$ cat src/rtl/uart_bus_master_pkg.sv
// Shared definitions for the UART-driven debug bus master.
// Holds the command opcodes, response status codes, the master FSM state
// type and the bit offsets of the packed PicoRV32 memory bus vectors.
// mpack and munpack both use the same offsets.
package uart_bus_master_pkg;

  // Command opcodes received from the host
  localparam logic [7:0] OP_READ  = 8'h52;  // 'R'
  localparam logic [7:0] OP_WRITE = 8'h57;  // 'W'

  // Response status codes sent back to the host
  localparam logic [7:0] ST_ACK = 8'h06;
  localparam logic [7:0] ST_NAK = 8'h15;

  // Forward bus vector: {wdata[31:0], wstrb[3:0], valid, addr[31:0]}
  localparam int unsigned FWD_W         = 69;
  localparam int unsigned FWD_ADDR_LSB  = 0;
  localparam int unsigned FWD_VALID_BIT = 32;
  localparam int unsigned FWD_WSTRB_LSB = 33;
  localparam int unsigned FWD_WDATA_LSB = 37;

  // Return bus vector: {ready, rdata[31:0]}
  localparam int unsigned RET_W         = 33;
  localparam int unsigned RET_RDATA_LSB = 0;
  localparam int unsigned RET_READY_BIT = 32;

  typedef enum logic [2:0] {
    S_IDLE,
    S_ADDR,
    S_DATA,
    S_BUS,
    S_RESP
  } state_t;

endpackage

$ cat src/rtl/uart_bus_master_mpack.sv
// mpack: packs the initiator-side bus fields into mem_packed_fwd and splits
// mem_packed_ret into ready/rdata. Purely combinational.
// Ports:
//   addr, valid, wstrb, wdata : forward fields from the initiator
//   mem_packed_fwd            : packed forward bus vector
//   mem_packed_ret            : packed return bus vector
//   ready, rdata              : unpacked return fields
module mpack
  import uart_bus_master_pkg::*;
(
  input  logic [31:0]      addr,
  input  logic             valid,
  input  logic [3:0]       wstrb,
  input  logic [31:0]      wdata,
  output logic [FWD_W-1:0] mem_packed_fwd,
  input  logic [RET_W-1:0] mem_packed_ret,
  output logic             ready,
  output logic [31:0]      rdata
);

  always_comb begin
    mem_packed_fwd                       = '0;
    mem_packed_fwd[FWD_ADDR_LSB +: 32]   = addr;
    mem_packed_fwd[FWD_VALID_BIT]        = valid;
    mem_packed_fwd[FWD_WSTRB_LSB +: 4]   = wstrb;
    mem_packed_fwd[FWD_WDATA_LSB +: 32]  = wdata;
  end

  assign ready = mem_packed_ret[RET_READY_BIT];
  assign rdata = mem_packed_ret[RET_RDATA_LSB +: 32];

endmodule

$ cat src/rtl/uart_bus_master.sv
// uart_bus_master: debug bus initiator driven by a byte-stream protocol.
// Read  frame: 'R' a3 a2 a1 a0            -> 06 d3 d2 d1 d0 | 15 FF FF FF FF
// Write frame: 'W' a3 a2 a1 a0 d3 d2 d1 d0 -> 06 | 15
// Unknown bytes received while idle are discarded silently.
// Ports:
//   clk, rst_n         : clock, asynchronous active-low reset
//   rx_tdata/tvalid/tready : command byte stream from uart_rx
//   tx_tdata/tvalid/tready : response byte stream to uart_tx
//   mem_packed_fwd     : {wdata, wstrb, valid, addr} to the bus decoder
//   mem_packed_ret     : {ready, rdata} from the bus decoder
//   busy               : a command is in progress
// Every output comes straight from a flop.
module uart_bus_master
  import uart_bus_master_pkg::*;
#(
  parameter int unsigned TIMEOUT_CYCLES = 255
) (
  input  logic             clk,
  input  logic             rst_n,
  input  logic [7:0]       rx_tdata,
  input  logic             rx_tvalid,
  output logic             rx_tready,
  output logic [7:0]       tx_tdata,
  output logic             tx_tvalid,
  input  logic             tx_tready,
  output logic [FWD_W-1:0] mem_packed_fwd,
  input  logic [RET_W-1:0] mem_packed_ret,
  output logic             busy
);

  localparam logic [15:0] TMO = 16'(TIMEOUT_CYCLES);

  state_t      state_q, state_d;
  logic [1:0]  cnt_q, cnt_d;
  logic        is_wr_q, is_wr_d;
  logic [31:0] addr_q, addr_d;
  logic [31:0] wdata_q, wdata_d;
  logic [3:0]  wstrb_q, wstrb_d;
  logic        valid_q, valid_d;
  logic [15:0] timer_q, timer_d;
  logic [31:0] shift_q, shift_d;
  logic [2:0]  rem_q, rem_d;
  logic [7:0]  tx_data_q, tx_data_d;
  logic        tx_valid_q, tx_valid_d;
  logic        rx_ready_q, rx_ready_d;
  logic        busy_q, busy_d;

  logic        mem_ready;
  logic [31:0] mem_rdata;
  logic        rx_fire;
  logic        tx_fire;
  logic [15:0] timer_inc;

  assign rx_fire   = rx_tvalid && rx_ready_q;
  assign tx_fire   = tx_valid_q && tx_tready;
  assign timer_inc = timer_q + 16'd1;

  always_ff @(posedge clk or negedge rst_n) begin
    if (!rst_n) begin
      state_q    <= S_IDLE;
      cnt_q      <= '0;
      is_wr_q    <= 1'b0;
      addr_q     <= '0;
      wdata_q    <= '0;
      wstrb_q    <= '0;
      valid_q    <= 1'b0;
      timer_q    <= '0;
      shift_q    <= '0;
      rem_q      <= '0;
      tx_data_q  <= '0;
      tx_valid_q <= 1'b0;
      rx_ready_q <= 1'b0;
      busy_q     <= 1'b0;
    end else begin
      state_q    <= state_d;
      cnt_q      <= cnt_d;
      is_wr_q    <= is_wr_d;
      addr_q     <= addr_d;
      wdata_q    <= wdata_d;
      wstrb_q    <= wstrb_d;
      valid_q    <= valid_d;
      timer_q    <= timer_d;
      shift_q    <= shift_d;
      rem_q      <= rem_d;
      tx_data_q  <= tx_data_d;
      tx_valid_q <= tx_valid_d;
      rx_ready_q <= rx_ready_d;
      busy_q     <= busy_d;
    end
  end

  always_comb begin
    state_d   = state_q;
    cnt_d     = cnt_q;
    is_wr_d   = is_wr_q;
    addr_d    = addr_q;
    wdata_d   = wdata_q;
    wstrb_d   = wstrb_q;
    timer_d   = timer_q;
    shift_d   = shift_q;
    rem_d     = rem_q;
    tx_data_d = tx_data_q;

    unique case (state_q)
      S_IDLE: begin
        if (rx_fire && (rx_tdata == OP_READ || rx_tdata == OP_WRITE)) begin
          state_d = S_ADDR;
          is_wr_d = (rx_tdata == OP_WRITE);
          cnt_d   = '0;
          wdata_d = '0;
        end
      end

      // The address register doubles as the bus addr field; it only
      // matters to the slave once valid rises.
      S_ADDR: begin
        if (rx_fire) begin
          addr_d = {addr_q[23:0], rx_tdata};
          cnt_d  = cnt_q + 2'd1;
          if (cnt_q == 2'd3) begin
            if (is_wr_q) begin
              state_d = S_DATA;
            end else begin
              state_d = S_BUS;
              wstrb_d = '0;
              timer_d = '0;
            end
          end
        end
      end

      S_DATA: begin
        if (rx_fire) begin
          wdata_d = {wdata_q[23:0], rx_tdata};
          cnt_d   = cnt_q + 2'd1;
          if (cnt_q == 2'd3) begin
            state_d = S_BUS;
            wstrb_d = '1;
            timer_d = '0;
          end
        end
      end

      // Ready is checked before the timeout so a ready arriving on the
      // expiry edge still completes the transaction.
      S_BUS: begin
        if (mem_ready) begin
          state_d   = S_RESP;
          tx_data_d = ST_ACK;
          shift_d   = mem_rdata;
          rem_d     = is_wr_q ? 3'd0 : 3'd4;
        end else if (timer_inc == TMO) begin
          state_d   = S_RESP;
          tx_data_d = ST_NAK;
          shift_d   = '1;
          rem_d     = is_wr_q ? 3'd0 : 3'd4;
        end else begin
          timer_d = timer_inc;
        end
      end

      S_RESP: begin
        if (tx_fire) begin
          if (rem_q == 3'd0) begin
            state_d = S_IDLE;
          end else begin
            tx_data_d = shift_q[31:24];
            shift_d   = {shift_q[23:0], 8'h00};
            rem_d     = rem_q - 3'd1;
          end
        end
      end

      default: state_d = S_IDLE;
    endcase

    // Handshake/strobe outputs follow the next state directly so each one
    // changes on the same edge as the state transition that implies it.
    rx_ready_d = (state_d == S_IDLE) || (state_d == S_ADDR) || (state_d == S_DATA);
    valid_d    = (state_d == S_BUS);
    tx_valid_d = (state_d == S_RESP);
    busy_d     = (state_d != S_IDLE);
  end

  mpack u_mpack (
    .addr           (addr_q),
    .valid          (valid_q),
    .wstrb          (wstrb_q),
    .wdata          (wdata_q),
    .mem_packed_fwd (mem_packed_fwd),
    .mem_packed_ret (mem_packed_ret),
    .ready          (mem_ready),
    .rdata          (mem_rdata)
  );

  assign rx_tready = rx_ready_q;
  assign tx_tdata  = tx_data_q;
  assign tx_tvalid = tx_valid_q;
  assign busy      = busy_q;

endmodule

$ cat config.mk
export PLATFORM = sky130hd
export DESIGN_NAME = uart_bus_master
export DESIGN_NICKNAME = d
export VERILOG_FILES = /design/src/rtl/uart_bus_master_pkg.sv /design/src/rtl/uart_bus_master_mpack.sv /design/src/rtl/uart_bus_master.sv
export SDC_FILE = /design/constraint.sdc
export NUM_CORES = 1
export LEC_CHECK = 0
export BUFFER_PORTS_ARGS = -buffer_cell sky130_fd_sc_hd__buf_2
export CAP_MARGIN = 20
export CELL_PAD_IN_SITES_DETAIL_PLACEMENT = 1
export CELL_PAD_IN_SITES_GLOBAL_PLACEMENT = 1
export CORE_ASPECT_RATIO = 0.8
export CORE_UTILIZATION = 45
export DETAILED_ROUTE_END_ITERATION = 7
export HOLD_SLACK_MARGIN = 0.05
export PLACE_DENSITY_LB_ADDON = 0.1
export SYNTH_ARGS = -nofsm -noshare
export SYNTH_HDL_FRONTEND = slang
export SYNTH_SLANG_ARGS = --single-unit
$ cat constraint.sdc
create_clock -name clk -period 3.95 [get_ports clk]
set_input_delay 0.395 -clock clk [delete_from_list [all_inputs] [get_ports clk]]
set_output_delay 0.395 -clock clk [all_outputs]
set_load 0.02 [all_outputs]
==> run_results.csv, run 1 <==
group,metric,value,unit
outcome,status,"complete, no violations",
timing,slew_viol_final,0,
power,seq_power_share,41.1,%
layout,fillers,1533,
power,switching_power,1.80,mW
detailed_routing,ant_nets,0,
worst_hold_path,hp-class,"input pin to asynchronous set/reset pin",
setup_path,cp_data_required_time,4270,ps
synth,yosys.cell_count.top_type,"dfrtp_1",
global_route,grt_pass1_vias,5230,
global_route,grt_pass1_wl,27200,um
clocking,root_buffer,"clkbuf_16",
timing,timing.final.hold_violations,0,
layout,diodes,0,
clocking,cts_hold_buf,0,
synth,synth_top_area_share,54.7,%
global_route,antenna_found_initial,0,
timing,whs,23.5,ps
detailed_routing,drc,0,
power,clkPwrFrac,29.4,%
timing,period_minus_slack,3040,ps
layout,regArea,3350,um^2
die,start_util,46.9,%
global_route,overflow,0,
global_route,grt_max_degree,86,
synth,synthFlopType,"dfrtp_1",
clocking,cts_resized,0,
detailed_routing,wire_per_inst,17.8,um
synth,ys_seq_elements,134,
clocking,clockBufferDepth,2,
timing,setup_slack,907,ps
flow_run,maxCapViolCount,0,
timing,skew,7.74,ps
clocking,clock-sinks,134,
power,power_leakage,3.61,nW
synth,synth_top_cells_by_count,"dfrtp_1 (134), nand2_1 (111), nor2_1 (54)",
global_route,grt_usage,24.9,%
setup_path,worst_r2r_path_depth,8,
setup_path,cp-end-kind,"flop",
synth,synth_edf_count,0,
clocking,numCtsBuffers,17,
synth,yosysWarnings,0,
layout,multi_input_area,2490,um^2
synth,postSynth.asyncResetShare,100,%
layout,syn2layout_area_growth,21.3,%
detailed_routing,dr_total_vias,5128,
setup_path,start_kind,"flop",
layout,postLayoutCoreUtil,56.9,%
detailed_routing,first_iter_violations,267,
layout,num-nets-final,794,
synth,ys_types,52,
synth,synth_nets,686,
setup_path,crit_fanout,17,
die,core_area,13100,um^2
synth,syn_avg_cell_area,9.63,um^2
power,power_density,668,nW/um^2
placed_design,gp_congestion,0.841,
timing,setup_violations,0,
die,boundaryPins,125,
power,p_int,3.17,mW
power,ir_drop,0.418,mV
timing,rsz0062_at_grt,"false",
synth,ys_top_cells_by_area,"dfrtp_1 (55%), nand2_1 (6.8%), mux2_2 (6.1%)",
die,die_x,132,um
detailed_routing,drtPass1Iterations,4,
power,switching_share,36.2,%
synth,seq_area_frac_synth,54.7,%
clocking,postCtsSetupBuffers,0,
placed_design,dp_slack,977,ps
synth,netlist_instances,636,
synth,syn_area,6120,um^2
die,rows,37,
setup_path,cp_data_arrival_time,3360,ps
clocking,htree_num_levels,4,
die,dieArea,14100,um^2
clocking,clock_latency,420,ps
timing,fin_setup_tns,0,ps
setup_path,worstSetupPathType,"flop to flop",
placed_design,port-buffer-count,124,
die,die_h,106,um
synth,yosys.area.top_type,"dfrtp_1",
detailed_routing,via_per_inst,5.51,
power,power_frac_comb,29.5,%
timing,tightest_slew,1070,ps
timing,fin_crit_sh,77.0,%
layout,drive_gt1_share,27.9,%
clocking,cts_tree,"yes",
timing,slew_headroom,28.8,%
placed_design,dp.final_hpwl,10700,um
clocking,path_clk_slew,50,ps
detailed_routing,routed_wl,16500,um
timing,max_freq,329,MHz
-- state kept, by name (all words and copies together) (netlist names), 2 cells and up --
signal	count
addr_q	32
shift_q	32
wdata_q	32
timer_q	16
tx_tdata	8
rem_q	3
state_q	3
cnt_q	2
-- final cells by class --
cell class / count / area share [%]
timing repair buffer: 134 / 10.2
sequential: 134 / 45.1
multi-input combinational: 438 / 33.5
tap: 175 / 2.95
inverter: 19 / 0.960
clock buffer: 22 / 6.25
clock inverter: 9 / 1.06
-- cell usage in the layout, fill, tap and decap left out, types with 5 or more instances in the layout --
master     count
a21oi_1       17
a21oi_2        6
a31oi_1       34
and3_1         5
buf_2        123
buf_4          7
clkbuf_16     17
clkinv_2       5
dfrtp_1      134
ha_1           5
inv_1         18
mux2_2        33
nand2_1      111
nand2b_1       5
nand3_1       51
nand4_1        8
nor2_1        53
o21ai_0       52
or3_1          6
-- cell families after synthesis --
logic type / after synthesis / share of synthesized area [%]
compound gates: 134 / 13.4
xor+xnor: 4 / 0.572
fa+ha+maj: 5 / 1.02
buf+inv: 64 / 4.70
flops: 134 / 54.7
mux: 35 / 6.39
simple gates: 260 / 19.1
-- final timing paths --
check / from / end / slack, ps
worst max-delay path: timer_q[0] / timer_q[15] / 910
worst min-delay path: rst_n / wdata_q[28] / 20
worst max register to register: timer_q[0] / timer_q[15] / 910
worst min register to register: wdata_q[29] / wdata_q[29] / 470
max in group asynchronous: rst_n / shift_q[12] / 3010
min in group clk: rx_tdata[3] / wdata_q[3] / 250
-- critical path, stage by stage (launching register included) --
cell,delay [ps]
dfrtp_1,470
ha_1,330
and3_1,260
and3_1,240
a311oi_1,270
o2111ai_1,310
o21ai_2,500
nand2_4,250
a311oi_1,300
-- per-layer routing --
metal	wire (um)	track usage [%]	share of wire, %	vias to the layer above
li1	-	-	-	2438
met1	7560	33.1	46	2571
met2	8140	40.4	49	105
met3	606	5.48	3.7	14
met4	224	8.62	1.4	0
met5	0	0	0	-
-- power groups by stage --
stage	Sequential, mW	Combinational [mW]	Clock, mW
floorplan	2.15	0.867	0
global placement	2.02	1.38	0
detailed placement	2.06	1.43	0
CTS	2.04	1.46	1.48
global route	2.10	1.62	1.54
finish	2.04	1.46	1.46
-- per-stage QoR --
step	std cells	area (um^2)	power, mW
final	931	7430	4.97
after global routing	931	7430	5.26
after CTS	929	7380	4.98
after detailed placement	898	6830	3.49
after global placement	898	6830	3.40
after floorplan	636	6120	3.02
Power figures use the tool's default switching activity.
==> run 2: changes to the inputs <==
--- a/config.mk
+++ b/config.mk
@@ -10,7 +10,7 @@
 export CELL_PAD_IN_SITES_DETAIL_PLACEMENT = 1
 export CELL_PAD_IN_SITES_GLOBAL_PLACEMENT = 1
 export CORE_ASPECT_RATIO = 0.8
-export CORE_UTILIZATION = 45
+export CORE_UTILIZATION = 38
 export DETAILED_ROUTE_END_ITERATION = 7
 export HOLD_SLACK_MARGIN = 0.05
 export PLACE_DENSITY_LB_ADDON = 0.1
==> constraint.sdc (replaced) <==
create_clock -name clk -period 2.6 [get_ports clk]
set_input_delay 0.26 -clock clk [delete_from_list [all_inputs] [get_ports clk]]
set_output_delay 0.26 -clock clk [all_outputs]
set_load 0.02 [all_outputs]
==> run 2 against run 1 <==
Compared with the run above:
- total power up 59%
- final area increased by 5.0%
- fmax is 20% higher
- register-to-register slack got worse by 850 ps
- clock power grew 66%
- clock-buffer cell count down 3
- utilization is 7.4 points lower
- hold slack improved by 80 ps
- critical path depth grew 1
- critical endpoint is now shift_q[20]
==> run_results.csv, run 2 (same netlist as run 1, synthesis figures left out) <==
group,metric,value,unit
outcome,status,"complete, no violations",
detailed_routing,drc,0,
placed_design,dp.cells,960,
die,dieArea,16600,um^2
power,ir_drop,0.520,mV
power,p_int,5.06,mW
timing,tightest_slew,557,ps
global_route,antenna_found_initial,0,
detailed_routing,dr_total_vias,5156,
power,power_leakage,3.76,nW
detailed_routing,drtPass1Iterations,4,
timing,max_freq,394,MHz
detailed_routing,first_iter_violations,252,
placed_design,gp_congestion,0.794,
clocking,path_clk_slew,60,ps
setup_path,r2r-start,"timer_q[0]",
power,seq_power_share,38.4,%
layout,diodes,0,
layout,fillers,1838,
power,switching_share,36.1,%
timing,fin_crit_sh,97.6,%
detailed_routing,ant_nets,0,
worst_hold_path,hold_path.startpoint,"rx_tdata[3]",
layout,instances_no_fill,998,
clocking,clockBufferDepth,2,
layout,postLayoutCoreUtil,49.6,%
worst_hold_path,whs_path_depth,3,
global_route,busiest_layer,"met2",
layout,final_cell_mix,"dfrtp_1 (133), buf_2 (123), nand2_1 (111)",
die,die_x,144,um
setup_path,r2r_slack,60,ps
global_route,grt_usage,21.1,%
detailed_routing,routed_wl,16700,um
setup_path,cp-end-kind,"flop",
die,die_h,116,um
clocking,clock_latency,420,ps
die,boundaryPins,125,
setup_path,cp_data_required_time,2930,ps
layout,syn2layout_area_growth,27.5,%
placed_design,dp.final_hpwl,11300,um
timing,period_minus_slack,2540,ps
worst_hold_path,hold_end,"wdata_q[3]",
setup_path,crit_fanout,14,
layout,top_regs,"addr_q: 32 flops, shift_q: 32 flops, wdata_q: 32 flops",
setup_path,r2r_end,"shift_q[20]",
die,start_util,38.9,%
global_route,grt_max_degree,55,
layout,drive_gt1_share,31.7,%
global_route,gr-usage-met3,4.63,%
timing,skew,6.23,ps
global_route,grt_pass1_wl,26900,um
power,power_density,1010,nW/um^2
die,rows,41,
detailed_routing,wire_per_inst,16.7,um
timing,setup_violations,0,
setup_path,cp_slowest_cell,"or4_1",
power,switching_power,2.86,mW
clocking,htree_num_levels,4,
layout,final_common_cell,"dfrtp_1",
setup_path,start_kind,"flop",
worst_hold_path,hp-class,"input pin to flop",
clocking,cts_tree,"yes",
clocking,numCtsBuffers,17,
timing,slew_viol_final,0,
power,clkPwrFrac,30.7,%
clocking,clock-sinks,134,
global_route,overflow,0,
power,power_frac_comb,31.0,%
die,core_area,15700,um^2
global_route,use_met2,33.4,%
global_route,use_met1,29.1,%
placed_design,port-buffer-count,124,
detailed_routing,via_per_inst,5.17,
flow_run,maxCapViolCount,0,
setup_path,worst_r2r_path_depth,9,
layout,num-nets-final,820,
global_route,grt_pass1_vias,5130,
setup_path,cp_data_arrival_time,2860,ps
clocking,root_buffer,"clkbuf_16",
timing,fin_setup_tns,0,ps
timing,timing.final.hold_violations,0,
setup_path,cpPeakStageDelay,510,ps
setup_path,worstSetupPathType,"flop to flop",
setup_path,crit_chain,"ha_2 > or4_1 > a31oi_2 > o2111ai_2 > o31ai_4 > buf_12 > buf_6 > nor2_1 > a31oi_1",
timing,rsz0062_at_grt,"true",
timing,slew_headroom,62.8,%
[run 2: how the worst max path moves through the flow]
| stage | slack (ps) | start | depth (start not counted) | end |
|---|---|---|---|---|
| after global routing | -90 | timer_q[0] | 9 | shift_q[29] |
| final | 60 | timer_q[0] | 9 | shift_q[20] |
| after CTS | 20 | timer_q[0] | 10 | shift_q[20] |
| after global placement | 150 | timer_q[3] | 9 | timer_q[10] |
| after detailed placement | -20 | timer_q[1] | 10 | shift_q[20] |
| after floorplan | 80 | timer_q[0] | 9 | shift_q[10] |
[run 2: power by group through the flow]
stage | registers, mW | clock network [mW] | logic [mW]
after detailed placement | 3.07 | 0 | 2.40
after floorplan | 3.27 | 0 | 1.32
after global routing | 3.11 | 2.57 | 2.71
after global placement | 3.03 | 0 | 2.32
after CTS | 3.03 | 2.49 | 2.43
final | 3.04 | 2.43 | 2.45
[run 2: stage by stage]
step           worst slack (ps)  instance area (um^2)  total power, mW  hold WS [ps]
2_1_floorplan              83.4                  6120             4.58         -35.6
3_3_place_gp                146                  7100             5.36           254
3_5_place_dp              -18.9                  7100             5.46           254
4_1_cts                    16.8                  7730             7.95          88.7
5_1_grt                   -93.0                  7810             8.40           109
6_report                   61.2                  7810             7.92           103
[run 2: worst max-delay path: cells and delay by family (launching register included)]
kind,cells,cell delay [ps]
and+or+nand+nor,2,560
buffers and inverters,2,320
DFF,1,420
adders and majority gates,1,230
AOI/OAI and AO/OA,4,910
[run 2: area by class of cell]
type | instances | area, um^2 | share of cell area, %
Tap cell | 215 | 269 | 3.45
Inverter | 19 | 71.3 | 0.914
Clock inverter | 13 | 146 | 1.88
Multi-Input combinational cell | 438 | 2530 | 32.4
Sequential cell | 134 | 3350 | 43.0
Timing Repair Buffer | 160 | 983 | 12.6
Clock buffer | 19 | 453 | 5.80
[run 2: per-layer routing]
| metal | vias up | share of wire, % | wire (um) |
|---|---|---|---|
| li1 | 2478 | - | - |
| met1 | 2586 | 48 | 7970 |
| met2 | 83 | 48 | 8020 |
| met3 | 9 | 3.1 | 522 |
| met4 | 0 | 0.86 | 144 |
| met5 | - | 0 | 0 |
[run 2: repair_timing]
action	4_1_cts	5_1_grt
endpoints found under the hold margin	51	0
buffers inserted	0	4
cloned	0	1
hold buffers	1	0
pin swaps	1	5
gates resized for setup	4	5
endpoints found under the setup margin	10	41
==> run 3: changes to the inputs <==
--- a/config.mk
+++ b/config.mk
@@ -5,6 +5,7 @@
 export SDC_FILE = /design/constraint.sdc
 export NUM_CORES = 1
 export LEC_CHECK = 0
+export ABC_AREA = 1
 export BUFFER_PORTS_ARGS = -buffer_cell sky130_fd_sc_hd__buf_2
 export CAP_MARGIN = 20
 export CELL_PAD_IN_SITES_DETAIL_PLACEMENT = 1
==> run 3 against run 2 <==
Compared with the run above:
- register-to-register slack gained 230 ps
- clock power is essentially flat
- critical path depth grew 6
- combinational power shrank 3%
- sequential power grew 3%
- fmax grew 10%
- highest routed layer unchanged
==> run_results.csv, run 3 <==
group,metric,value,unit
global_route,grt_pass1_vias,5772,
power,power_density,977,nW/um^2
die,dieArea,18200,um^2
setup_path,cp-startpoint,"timer_q[1]",
clocking,clock-sinks,134,
timing,tightest_slew,771,ps
synth,syn_avg_cell_area,8.84,um^2
timing,slew_viol_final,0,
detailed_routing,drc,0,
timing,period_minus_slack,2310,ps
die,rows,43,
timing,setup_violations,0,
synth,synth_top_area_share,50.0,%
layout,num-nets-final,928,
synth,postSynth.asyncResetShare,100,%
synth,synth_nets,808,
layout,syn2layout_area_growth,21.4,%
flow_run,maxCapViolCount,0,
timing,timing.final.hold_violations,0,
detailed_routing,drtPass1Iterations,4,
clocking,clockBufferDepth,2,
setup_path,cp-end-kind,"flop",
detailed_routing,dr_total_vias,5556,
layout,final_common_cell,"nand2_1",
die,boundaryPins,125,
synth,synth_top_cells_by_count,"nand2_1 (203), dfrtp_1 (134), inv_1 (76)",
power,power_leakage,4.20,nW
die,die_x,150,um
layout,drive_gt1_share,29.2,%
setup_path,worstSetupPathType,"flop to flop",
timing,fin_crit_sh,88.7,%
synth,seq_area_frac_synth,50.0,%
timing,setup_slack,294,ps
setup_path,cp_data_required_time,2910,ps
setup_path,r2r_slack,290,ps
synth,syn_area,6700,um^2
synth,ys_types,36,
setup_path,r2r_end,"busy",
clocking,htree_num_levels,4,
placed_design,gp_congestion,0.840,
clocking,path_clk_slew,60,ps
outcome,status,"complete, no violations",
layout,fillers,2036,
placed_design,dp_slack,302,ps
clocking,clock_latency,420,ps
detailed_routing,routed_wl,18100,um
synth,netlist_instances,758,
power,ir_drop,0.389,mV
detailed_routing,ant_nets,0,
setup_path,worst_r2r_path_depth,15,
detailed_routing,first_iter_violations,228,
layout,regArea,3350,um^2
synth,ys_top_cells_by_area,"dfrtp_1 (50%), nand2_1 (11%), nand3_2 (5.8%)",
setup_path,start_kind,"flop",
die,start_util,38.8,%
placed_design,port-buffer-count,124,
die,die_h,121,um
setup_path,r2r-start,"timer_q[1]",
worst_hold_path,hp-class,"input pin to flop",
global_route,grt_pass1_wl,29900,um
timing,skew,13.4,ps
placed_design,dp.final_hpwl,12700,um
synth,yosys.area.top_type,"dfrtp_1",
setup_path,cp_data_arrival_time,2620,ps
timing,fin_setup_tns,0,ps
timing,rsz0062_at_grt,"false",
setup_path,crit_fanout,46,
clocking,root_buffer,"clkbuf_16",
synth,synthFlopType,"dfrtp_1",
global_route,grt_usage,21.2,%
synth,synth_edf_count,0,
die,core_area,17300,um^2
global_route,overflow,0,
detailed_routing,wire_per_inst,16.3,um
layout,multi_input_area,2800,um^2
timing,max_freq,434,MHz
synth,ys_seq_elements,134,
global_route,antenna_found_initial,0,
detailed_routing,via_per_inst,4.98,
global_route,grt_max_degree,48,
timing,slew_headroom,48.4,%
setup_path,critPathCapture,"busy",
synth,yosysWarnings,0,
clocking,cts_tree,"yes",
clocking,numCtsBuffers,17,
layout,final_cell_mix,"nand2_1 (203), dfrtp_1 (134), buf_2 (123)",
layout,top_regs,"addr_q: 32 flops, shift_q: 32 flops, wdata_q: 32 flops",
synth,yosys.cell_count.top_type,"nand2_1",
==> run 3: cell types whose count changed in the layout (fill, tap and decap cells not counted), sizes merged, moves of 16 or more <==
cell,change
nand2,+99
inv,+61
nand3,+40
a31oi,-32
o22a,+24
a21oi,-18
buf,-16
==> run 3: cells by family after synthesis <==
group	after synthesis	synth area share [%]
and+or+nand+nor	391	28.9
DFF	134	50.0
buffers and inverters	122	8.51
AOI/OAI and AO/OA	81	7.49
muxes	24	4.01
adders and majority gates	5	0.933
xor gates and xnor gates	1	0.131
==> run 3: worst max-delay path, cell delays in order (launching register included) <==
cell and delay, ps:
dfrtp_1 420, ha_1 240, nand3_1 130, nor2_2 160, nor2_1 50, nor2_1 150, nand2_1 90, nor2_2 110
nand2_1 80, nor2_2 100, nand2_2 80, nand2_4 80, buf_12 270, nand3_1 110, inv_1 80, nand2_1 40
==> run 3: worst min-delay path by stage <==
stage | startpoint | cells after the start | end | slack (ps)
final | rx_tdata[2] | 3 | wdata_q[2] | 120
after global routing | rx_tdata[2] | 3 | wdata_q[2] | 110
after CTS | rx_tdata[2] | 3 | wdata_q[2] | 100
after detailed placement | rst_n | 1 | wdata_q[28] | 230
after global placement | rst_n | 1 | wdata_q[27] | 220
after floorplan | rst_n | 0 | addr_q[0] | -40
==> run 3: repair_timing <==
action                     in CTS  in global routing
setup endpoints to repair       0                 16
resized for setup               0                  1
hold endpoints to repair       44                  0
buffers inserted                0                  0
hold buffers                    1                  0
==> run 3: final cells by class <==
class | count | share of cell area [%]
Clock buffer | 18 | 5.40
Sequential cell | 134 | 41.2
Inverter | 80 | 3.69
Tap cell | 225 | 3.46
Antenna cell | 1 | 0.0308
Clock inverter | 13 | 1.83
Timing Repair Buffer | 143 | 10.0
Multi-Input combinational cell | 502 | 34.4
==> run 3: per-stage QoR <==
stage          total power [mW]  cells  util [%]  hold slack (ps)  instance area (um^2)
4_1_cts                    8.05   1115      47.1             99.4                  8130
3_5_place_dp               5.57   1083      43.6              229                  7530
3_3_place_gp               5.45   1083      43.6              224                  7530
5_1_grt                    8.47   1115      47.1              109                  8130
2_1_floorplan              4.66    758         -            -35.6                  6700
6_report                   7.95   1116      47.1              116                  8140
==> run 3: power by group <==
group / total, mW / internal (mW) / switching, mW
logic: 2.38 / 0.783 / 1.59
clock network: 2.43 / 1.44 / 0.984
registers: 3.14 / 2.70 / 0.441
total: 7.95 / 4.93 / 3.02
==> run 3: layer usage <==
layer / track usage, % / vias up / part of all wire, %
met3: 4.04 / 13 / 3.7
met4: 5.74 / 0 / 0.91
li1: - / 2701 / -
met5: 0 / - / 0
met2: 33.6 / 101 / 46
met1: 29.4 / 2741 / 49
